$ cat src/rtl/riscv_mem_pkg.sv
// ---------------------------------------------------------------------------
// riscv_mem_pkg
//   Shared definitions for the MEM-stage load/store unit.
//   - FUNCT3_* : RV32I load/store funct3 encodings
//   - lsu_state_t : LSU sequencing states (IDLE -> WAIT -> DONE -> IDLE)
//   - helpers   : funct3 legality, alignment check, store byte-enables,
//                 store lane replication
// ---------------------------------------------------------------------------
package riscv_mem_pkg;

    localparam logic [2:0] FUNCT3_B  = 3'b000;
    localparam logic [2:0] FUNCT3_H  = 3'b001;
    localparam logic [2:0] FUNCT3_W  = 3'b010;
    localparam logic [2:0] FUNCT3_BU = 3'b100;
    localparam logic [2:0] FUNCT3_HU = 3'b101;

    typedef enum logic [1:0] {
        IDLE = 2'd0,
        WAIT = 2'd1,
        DONE = 2'd2
    } lsu_state_t;

    // Stores only have B/H/W; the unsigned forms exist for loads only.
    function automatic logic funct3_legal(input logic is_store, input logic [2:0] f3);
        logic ok;
        case (f3)
            FUNCT3_B, FUNCT3_H, FUNCT3_W: ok = 1'b1;
            FUNCT3_BU, FUNCT3_HU:         ok = ~is_store;
            default:                      ok = 1'b0;
        endcase
        return ok;
    endfunction

    // funct3[1:0] encodes the access size for every legal encoding:
    // 00 byte, 01 half, 10 word.
    function automatic logic access_aligned(input logic [2:0] f3, input logic [1:0] off);
        logic ok;
        case (f3[1:0])
            2'b01:   ok = ~off[0];
            2'b10:   ok = (off == 2'b00);
            default: ok = 1'b1;
        endcase
        return ok;
    endfunction

    function automatic logic [3:0] store_be(input logic [2:0] f3, input logic [1:0] off);
        logic [3:0] be;
        case (f3[1:0])
            2'b00:   be = 4'b0001 << off;
            2'b01:   be = off[1] ? 4'b1100 : 4'b0011;
            default: be = 4'b1111;
        endcase
        return be;
    endfunction

    // Data is replicated into every lane so the byte enables alone pick
    // the destination bytes; no shifting by address is needed.
    function automatic logic [31:0] store_lanes(input logic [2:0] f3, input logic [31:0] d);
        logic [31:0] w;
        case (f3[1:0])
            2'b00:   w = {4{d[7:0]}};
            2'b01:   w = {2{d[15:0]}};
            default: w = d;
        endcase
        return w;
    endfunction

endpackage

$ cat src/rtl/lsu_load_align.sv
// ---------------------------------------------------------------------------
// lsu_load_align
//   Combinational load extractor: selects the addressed byte/halfword from
//   a 32-bit read word and sign- or zero-extends it according to funct3.
// Ports
//   rdata   in  32  raw word returned by the data memory
//   off     in  2   byte offset of the access (addr[1:0])
//   funct3  in  3   load funct3 (LB/LH/LW/LBU/LHU)
//   result  out 32  aligned, extended load value
// ---------------------------------------------------------------------------
module lsu_load_align
    import riscv_mem_pkg::*;
(
    input  logic [31:0] rdata,
    input  logic [1:0]  off,
    input  logic [2:0]  funct3,
    output logic [31:0] result
);

    logic [7:0]  byte_sel;
    logic [15:0] half_sel;

    always_comb begin
        byte_sel = 8'h00;
        case (off)
            2'b00:   byte_sel = rdata[7:0];
            2'b01:   byte_sel = rdata[15:8];
            2'b10:   byte_sel = rdata[23:16];
            default: byte_sel = rdata[31:24];
        endcase
    end

    // Halfword lane is chosen by addr[1]; addr[0] is guaranteed 0 upstream.
    assign half_sel = off[1] ? rdata[31:16] : rdata[15:0];

    always_comb begin
        result = rdata;
        case (funct3)
            FUNCT3_B:  result = {{24{byte_sel[7]}}, byte_sel};
            FUNCT3_H:  result = {{16{half_sel[15]}}, half_sel};
            FUNCT3_W:  result = rdata;
            FUNCT3_BU: result = {24'h000000, byte_sel};
            FUNCT3_HU: result = {16'h0000, half_sel};
            default:   result = rdata;
        endcase
    end

endmodule

$ cat src/rtl/mem_stage_lsu.sv
// ---------------------------------------------------------------------------
// mem_stage_lsu
//   MEM-stage load/store unit. Takes the EX/MEM pipeline-register outputs,
//   issues one request on a req/ack data bus, aligns and extends the load
//   result and holds the pipeline (StallMEM) until the access completes.
//
// Handshake: MemReq rises at the edge that enters WAIT and stays high with
//   MemWe/MemAddr/MemBe/MemWdata stable until a rising edge samples
//   MemAck=1 (or the TIMEOUT expires); MemAck is ignored while MemReq=0.
//   StallMEM is the enable-bar of the upstream pipeline registers: the
//   instruction is held while it is 1 and advances on the DONE-cycle edge.
//
// Ports
//   clk, reset            clock (rising edge), async active-high reset
//   MemReadMEM/WriteMEM   load / store present in MEM stage
//   Funct3MEM             access size/sign (RV32I funct3)
//   ALUMuxMEM             effective byte address
//   Reg2MEM               store source data
//   MemReq/We/Addr/Be/Wdata  registered bus request fields
//   MemRdata, MemAck      bus response
//   StallMEM              combinational pipeline hold
//   LoadDataMEM           registered load result
//   LoadValid, BusError   1 in the DONE cycle (load / timeout completion)
//   Misaligned, IllegalAcc 1-cycle pulses for dropped accesses
//   state_dbg             current FSM state
// ---------------------------------------------------------------------------
module mem_stage_lsu
    import riscv_mem_pkg::*;
#(
    parameter int ADDR_WIDTH = 32,
    parameter int TIMEOUT    = 16
) (
    input  logic                  clk,
    input  logic                  reset,
    input  logic                  MemReadMEM,
    input  logic                  MemWriteMEM,
    input  logic [2:0]            Funct3MEM,
    input  logic [ADDR_WIDTH-1:0] ALUMuxMEM,
    input  logic [31:0]           Reg2MEM,
    output logic                  MemReq,
    output logic                  MemWe,
    output logic [ADDR_WIDTH-1:0] MemAddr,
    output logic [3:0]            MemBe,
    output logic [31:0]           MemWdata,
    input  logic [31:0]           MemRdata,
    input  logic                  MemAck,
    output logic                  StallMEM,
    output logic [31:0]           LoadDataMEM,
    output logic                  LoadValid,
    output logic                  Misaligned,
    output logic                  IllegalAcc,
    output logic                  BusError,
    output lsu_state_t            state_dbg
);

    localparam int CW = (TIMEOUT > 1) ? $clog2(TIMEOUT) : 1;
    localparam logic [CW-1:0] CNT_LAST = CW'(TIMEOUT - 1);

    lsu_state_t    state, state_nxt;
    logic [CW-1:0] cnt;
    logic [2:0]    f3_q;
    logic [1:0]    off_q;
    logic [31:0]   load_aligned;

    logic acc, illegal, misal, start, timeout_hit;

    // Request decode. Illegal wins over misaligned so only one flag fires.
    assign acc     = MemReadMEM | MemWriteMEM;
    assign illegal = acc & ((MemReadMEM & MemWriteMEM) | ~funct3_legal(MemWriteMEM, Funct3MEM));
    assign misal   = acc & ~illegal & ~access_aligned(Funct3MEM, ALUMuxMEM[1:0]);
    assign start   = acc & ~illegal & ~misal;

    assign timeout_hit = (cnt == CNT_LAST);
    assign state_dbg   = state;

    // funct3 and offset are latched with the request so the aligner does
    // not depend on the (held but conceptually upstream) pipeline inputs.
    lsu_load_align u_align (
        .rdata  (MemRdata),
        .off    (off_q),
        .funct3 (f3_q),
        .result (load_aligned)
    );

    // State register
    always_ff @(posedge clk or posedge reset) begin
        if (reset) state <= IDLE;
        else       state <= state_nxt;
    end

    // Next-state logic
    always_comb begin
        state_nxt = state;
        case (state)
            IDLE: if (start) state_nxt = WAIT;
            WAIT: if (MemAck || timeout_hit) state_nxt = DONE;
            DONE: state_nxt = IDLE;
            default: state_nxt = IDLE;
        endcase
    end

    // Output logic: the stall covers the issuing IDLE cycle and all of
    // WAIT, and drops in DONE so the pipeline moves on that edge.
    always_comb begin
        StallMEM = 1'b0;
        case (state)
            IDLE:    StallMEM = start;
            WAIT:    StallMEM = 1'b1;
            default: StallMEM = 1'b0;
        endcase
    end

    // Request / response registers
    always_ff @(posedge clk or posedge reset) begin
        if (reset) begin
            MemReq      <= 1'b0;
            MemWe       <= 1'b0;
            MemAddr     <= '0;
            MemBe       <= 4'b0000;
            MemWdata    <= 32'h0;
            LoadDataMEM <= 32'h0;
            LoadValid   <= 1'b0;
            Misaligned  <= 1'b0;
            IllegalAcc  <= 1'b0;
            BusError    <= 1'b0;
            cnt         <= '0;
            f3_q        <= 3'b000;
            off_q       <= 2'b00;
        end else begin
            // Single-cycle indications default low.
            LoadValid  <= 1'b0;
            BusError   <= 1'b0;
            Misaligned <= (state == IDLE) & misal;
            IllegalAcc <= (state == IDLE) & illegal;

            case (state)
                IDLE: begin
                    if (start) begin
                        MemReq   <= 1'b1;
                        MemWe    <= MemWriteMEM;
                        MemAddr  <= {ALUMuxMEM[ADDR_WIDTH-1:2], 2'b00};
                        MemBe    <= store_be(Funct3MEM, ALUMuxMEM[1:0]);
                        MemWdata <= store_lanes(Funct3MEM, Reg2MEM);
                        f3_q     <= Funct3MEM;
                        off_q    <= ALUMuxMEM[1:0];
                        cnt      <= '0;
                    end
                end
                WAIT: begin
                    if (MemAck) begin
                        MemReq      <= 1'b0;
                        LoadDataMEM <= load_aligned;
                        LoadValid   <= ~MemWe;
                    end else if (timeout_hit) begin
                        MemReq      <= 1'b0;
                        LoadDataMEM <= 32'h0;
                        LoadValid   <= ~MemWe;
                        BusError    <= 1'b1;
                    end else begin
                        cnt <= cnt + CW'(1);
                    end
                end
                default: ;
            endcase
        end
    end

endmodule

$ cat config.mk
export PLATFORM = sky130hd
export DESIGN_NAME = mem_stage_lsu
export DESIGN_NICKNAME = d
export VERILOG_FILES = /design/src/rtl/riscv_mem_pkg.sv /design/src/rtl/lsu_load_align.sv /design/src/rtl/mem_stage_lsu.sv
export SDC_FILE = /design/constraint.sdc
export NUM_CORES = 1
export LEC_CHECK = 0
export ABC_AREA = 1
export CAP_MARGIN = 30
export CORE_MARGIN = 10
export CORE_UTILIZATION = 49
export DETAILED_ROUTE_END_ITERATION = 7
export HOLD_SLACK_MARGIN = 0.1
export PLACE_DENSITY = 0.93
export SLEW_MARGIN = 20
export SYNTH_ARGS = -nofsm -noshare
export SYNTH_HDL_FRONTEND = slang
export SYNTH_HIERARCHICAL = 1
export SYNTH_SLANG_ARGS = --single-unit
$ cat constraint.sdc
create_clock -name clk -period 6.8 [get_ports clk]
set_input_delay 1.36 -clock clk [delete_from_list [all_inputs] [get_ports clk]]
set_output_delay 1.36 -clock clk [all_outputs]
set_load 0.01 [all_outputs]
==> run_results.csv, run 1 <==
group,metric,value,unit
die,num_rows,39,
layout,design_area,8500,µm²
setup_path,crit_path_end_kind,"output port",
die,ios,213,
setup_path,timing.reg2reg.setup_slack,4.59,ns
layout,n_fill_cell,861,
timing,fmax,184,MHz
routing,routedWlPerCell,18.1,µm
die,die_x,129,µm
routing,routed_wl,19300,µm
synth,avgSynthCellArea,8.10,µm²
timing,slew_viol_final,0,
clock_network,cts_buffers,17,
layout,antenna_cells,0,
timing,relSlewSlack,53.9,%
layout,final_nets,1015,
setup_path,r2r_end,"off_q[1]$_DFFE_PP0P_",
timing,finalCritPeriodShare,79.9,%
routing,dr.pass1.iters,5,
grt,grt_max_degree,68,
routing,vias_per_cell,5.25,
die,core,11500,µm²
clock_network,htree_levels,4,
place,hpwl,14000,µm
hold_path,holdPathStages,2,
setup_path,critPathRequiredTime,5.44,ns
grt,antenna_found_initial,0,
routing,ant_nets,0,
die,start_util,50.3,%
clock_network,cts_sinks,115,
setup_path,cpMostUsedCell,"nand2_1",
place,placement.io_buffers,210,
clock_network,path_clk_slew,0.05,ns
grt,overflow,0,
routing,drc,0,
hold_path,hold_path.class,"register to register",
clock_network,clock_latency,0.40,ns
clock_network,root_buffer,"clkbuf_16",
setup_path,start_kind,"primary input",
power,p_per_area,410,nW/µm²
timing,final.setup.tns,0,ns
die,die_y,129,µm
setup_path,crit_type,"primary input to output port",
layout,multi_input_area,2320,µm²
place,place_area,7820,µm²
setup_path,reg2reg_depth,6,
setup_path,path_cells,"clkdlybuf4s50_1 > inv_1 > ha_1 > nor2_2 > buf_4 > nand2_1 > nand2_1 > inv_2 > nand3_4 > nand2_1 > clkdlybuf4s50_1",
layout,synthToLayoutAreaGrowth,46.7,%
clock_network,postCtsSetupRepairBufs,0,
die,die_area,16600,µm²
layout,drive_above_1_share,9.78,%
timing,hold_violations,0,
synth,yosys_register_bits,115,
synth,ys_types,31,
clock_network,ctsHoldBuffers,0,
layout,seqCellArea,2880,µm²
routing,drt_iter0_drc,517,
synth,yosys_warnings,6,
synth,postSynthCellCount,715,
grt,grt_pass1_vias,5780,
status,outcome,"finished, final reports clean",
power,p_leak,4.15,nW
timing,worst_pin_slew,0.692,ns
timing,setup_violations,0,
timing,period_needed,5.43,ns
hold_path,hp-start,"LoadDataMEM[18]$_DFFE_PP0P_",
clock_network,clock_path_buffers,2,
power,vdd_ir_drop_max,0.234,mV
flow_run,maxCapViolations,0,
grt,grt_pass1_wl,30100,µm
hold_path,min_to,"LoadDataMEM[18]$_DFFE_PP0P_",
timing,grt_setup_unrepaired,"false",
setup_path,rr_startpoint,"state_dbg[1]$_DFFE_PP0P_",
place,place_congestion,0.919,
clock_network,ctsResizeCount,0,
synth,yosysSeqAreaShare,49.7,%
setup_path,crit_arrival,4.07,ns
setup_path,cp_max_fo,42,
synth,syn_area,5790,µm²
timing,fin_worst_skew,0.00465,ns
clock_network,cts_tree,"done",
grt,grt_use_total,23.2,%
setup_path,max_stage_delay,0.55,ns
setup_path,slowest_stage,"clkdlybuf4s50_1",
routing,via_count,5577,
## synth_stat cells (all sizes together)
cell    instances  share of area, %
o21bai          1              0.13
conb            1             0.065
clkinv          1             0.065
nand3          64               6.9
ha              4              0.86
buf            26               4.3
inv            73               4.7
nor2           32               2.3
nand2         226                15
nand3b          2              0.48
clkbuf         19               1.3
a31oi           1              0.11
dfrtp         115                50
o21ai          83               8.0
nor3            5              0.71
a21oi          62               5.6
## where the power goes
group          internal [mW]  switching [mW]  total [mW]
sequential             0.946           0.213        1.16
combinational          0.707           0.678        1.39
clock                  0.634           0.303       0.937
## cells by family after synthesis
| family | synth area share, % |
|---|---|
| AO/OA/AOI/OAI | 13.9 |
| AND/OR/NAND/NOR | 25.2 |
| flip-flops | 49.7 |
| adder cells (fa/ha/maj) | 0.864 |
| buffers and inverters | 10.4 |
| other | 0.0647 |
## through the flow
step | cells | util [%] | hold slack (ns) | setup slack [ns] | power, mW
after floorplan | 716 | - | 0.481 | 2.40 | 1.81
after global placement | 1028 | 67.6 | 0.453 | 1.46 | 2.49
after detailed placement | 1029 | 67.9 | 0.454 | 1.41 | 2.54
after CTS | 1061 | 73.4 | 0.468 | 1.38 | 3.50
after global routing | 1063 | 73.8 | 0.488 | 1.20 | 3.69
final | 1063 | 73.8 | 0.469 | 1.37 | 3.48
## placed cells by master, fill, tap and decap left out, drive strengths merged
master         count
dfrtp            115
o21ai             83
nand3             64
clkinv             5
nor3               5
o21bai             1
a21oi             62
clkdlybuf4s50    210
inv               73
nand2            226
ha                 4
nor2              32
a31oi              1
clkinvlp           1
conb               2
buf                7
clkbuf            24
bufinv             3
nand3b             2
## cell type report
cell class / instances / area share (%)
Clock inverter: 8 / 1.43
Sequential cell: 115 / 33.9
Clock buffer: 24 / 6.02
Inverter: 74 / 3.30
Multi-Input combinational cell: 482 / 27.3
Timing Repair Buffer: 217 / 26.0
Tap cell: 143 / 2.11
## worst max path at each step
stage                       from                 end  slack (ns)  depth (start not counted)
floorplan                  reset  BusError$_DFF_PP0_        2.40                          1
global placement    Funct3MEM[1]            StallMEM        1.46                         11
detailed placement  Funct3MEM[1]            StallMEM        1.41                         11
CTS                 Funct3MEM[1]            StallMEM        1.38                         11
global route        Funct3MEM[1]            StallMEM        1.20                         11
finish              Funct3MEM[1]            StallMEM        1.37                         11
## sequential cells by signal (all words and copies together) (netlist names)
signal       count
LoadDataMEM     32
MemWdata        32
MemAddr         30
MemBe            4
cnt              4
f3_q             3
off_q            2
state_dbg        2
BusError         1
IllegalAcc       1
LoadValid        1
MemReq           1
MemWe            1
Misaligned       1
## metal layers
metal  track usage [%]  share of wire (%)  vias up
li1                  -                  -     2667
met1              26.5                 39     2616
met2              37.5                 46      270
met3              11.3                 13       24
met4              7.49                1.8        0
met5                 0                  0        -
## worst max-delay path: cells and delay by family
kind          cells  cell delay, ns
simple gates      5            0.77
buf+inv           5            1.41
fa+ha+maj         1            0.52
No activity file was read; power rests on OpenSTA's default activity.
==> inputs of run 2 (changes only) <==
Settings changed: CORE_UTILIZATION 49 to 45, PLACE_DENSITY 0.93 to 0.87.
Clock period 6.8 ns to 5.04 ns, I/O delays scaled along.
==> run_results.csv, run 2 (same netlist as run 1, synthesis figures left out) <==
group,metric,value,unit
clock_network,clock_latency,0.42,ns
layout,reg_top3,"LoadDataMEM (32), MemWdata (32), MemAddr (30)",
setup_path,crit_path_end_kind,"output port",
setup_path,crit_type,"primary input to output port",
die,die_y,133,µm
grt,grt_pass1_vias,5472,
clock_network,ctsHoldBuffers,0,
grt,antenna_found_initial,0,
layout,n_fill_cell,1043,
setup_path,crit_arrival,3.09,ns
die,ios,213,
power,vdd_ir_drop_max,0.296,mV
routing,ant_nets,0,
grt,overflow,0,
grt,grt_pass1_wl,29400,µm
timing,final.setup.tns,0,ns
place,place_congestion,0.975,
clock_network,root_buffer,"clkbuf_16",
timing,slew_viol_final,0,
layout,synthToLayoutAreaGrowth,46.5,%
clock_network,cts_tree,"done",
hold_path,hold_path.class,"register to register",
timing,fmax,244,MHz
layout,final_nets,1015,
place,placement.io_buffers,210,
place,dp.cells,1059,
die,die_x,133,µm
layout,drive_above_1_share,9.46,%
routing,dr.pass1.iters,5,
flow_run,maxCapViolations,0,
routing,routedWlPerCell,17.1,µm
routing,routed_wl,18700,µm
die,num_rows,41,
clock_network,clock_path_buffers,2,
power,p_leak,4.13,nW
timing,relSlewSlack,46.6,%
timing,fin_worst_skew,0.00588,ns
setup_path,cp_max_fo,12,
routing,via_count,5522,
clock_network,postCtsSetupRepairBufs,0,
timing,grt_setup_unrepaired,"false",
power,p_per_area,546,nW/µm²
routing,drc,0,
clock_network,path_clk_slew,0.05,ns
routing,drt_iter0_drc,404,
clock_network,ctsResizeCount,0,
layout,layout_common_cells,"223 x nand2_1, 210 x clkdlybuf4s50_1, 115 x dfrtp_1",
place,hpwl,13600,µm
timing,setup_violations,0,
grt,grt_max_degree,116,
timing,worst_pin_slew,0.801,ns
status,outcome,"finished, final reports clean",
clock_network,cts_buffers,17,
timing,finalCritPeriodShare,81.4,%
setup_path,start_kind,"primary input",
timing,hold_violations,0,
clock_network,htree_levels,4,
grt,grt_use_total,20.8,%
clock_network,cts_sinks,115,
layout,seqCellArea,2880,µm²
routing,vias_per_cell,5.05,
die,die_area,17800,µm²
setup_path,critPathRequiredTime,4.03,ns
layout,final_cells,1093,
timing,period_needed,4.10,ns
die,start_util,45.9,%
layout,final_common_cell,"nand2_1",
layout,multi_input_area,2320,µm²
die,core,12600,µm²
run 2: cell types whose count changed in the layout (fill, tap and decap cells not counted), sizes merged:
cell / previous run / this run
clkinvlp: 1 / 0
diode: 0 / 1
clkinv: 5 / 7
clkbuf: 24 / 23
run 2: where the power goes:
| group | switching (mW) | total [mW] | internal, mW |
|---|---|---|---|
| registers | 0.247 | 1.52 | 1.28 |
| logic | 0.928 | 1.88 | 0.953 |
| clock network | 0.418 | 1.23 | 0.813 |
run 2: path summary, 6_finish.rpt:
check / startpoint / end / slack, ns / cells after the start
max: Funct3MEM[1] / StallMEM / 0.94 / 10
min: LoadDataMEM[17]$_DFFE_PP0P_ / LoadDataMEM[17]$_DFFE_PP0P_ / 0.47 / 2
max reg2reg: state_dbg[1]$_DFFE_PP0P_ / MemWdata[2]$_DFFE_PP0P_ / 2.80 / 6
min reg2reg: LoadDataMEM[17]$_DFFE_PP0P_ / LoadDataMEM[17]$_DFFE_PP0P_ / 0.47 / 2
max in group asynchronous: reset / LoadDataMEM[17]$_DFFE_PP0P_ / 3.47 / 3
min in group asynchronous: reset / LoadDataMEM[25]$_DFFE_PP0P_ / 1.08 / 3
run 2: area by class of cell:
class | instances | share of cell area (%)
clock inverters | 9 | 1.50
clock buffers | 23 | 5.63
inverters | 74 | 3.30
flip-flops and latches | 115 | 33.9
diodes | 1 | 0.0295
repair buffers | 217 | 25.8
multi-input cells | 482 | 27.3
well taps | 172 | 2.53
run 2: metrics by stage:
stage          power [mW]  hold slack [ns]  utilization [%]  instance area, µm²  setup WS (ns)
6_report             4.64            0.467             67.3                8490          0.939
5_1_grt              4.93            0.486             67.3                8490          0.841
4_1_cts              4.67            0.466             67.0                8460          0.930
3_5_place_dp         3.41            0.453             62.2                7850          0.923
3_3_place_gp         3.36            0.451             62.2                7850          0.981
2_1_floorplan        2.45            0.481                -                5800          0.988
run 2: critical path, cell delays in order:
cell and delay (ns):
clkdlybuf4s50_1 0.44, inv_1 0.11, ha_1 0.51, nor2_2 0.09, nand2_1 0.08, nand2_1 0.07, inv_2 0.09, nand3_4 0.06
nand2_1 0.06, clkdlybuf4s50_1 0.56
run 2: metal layers:
metal	vias up	part of all wire, %	routed length [µm]	GRT usage (%)
li1	2672	-	-	-
met1	2575	39	7220	23.1
met2	251	45	8400	32.6
met3	24	15	2730	11.7
met4	0	1.9	347	7.80
met5	-	0	0	0
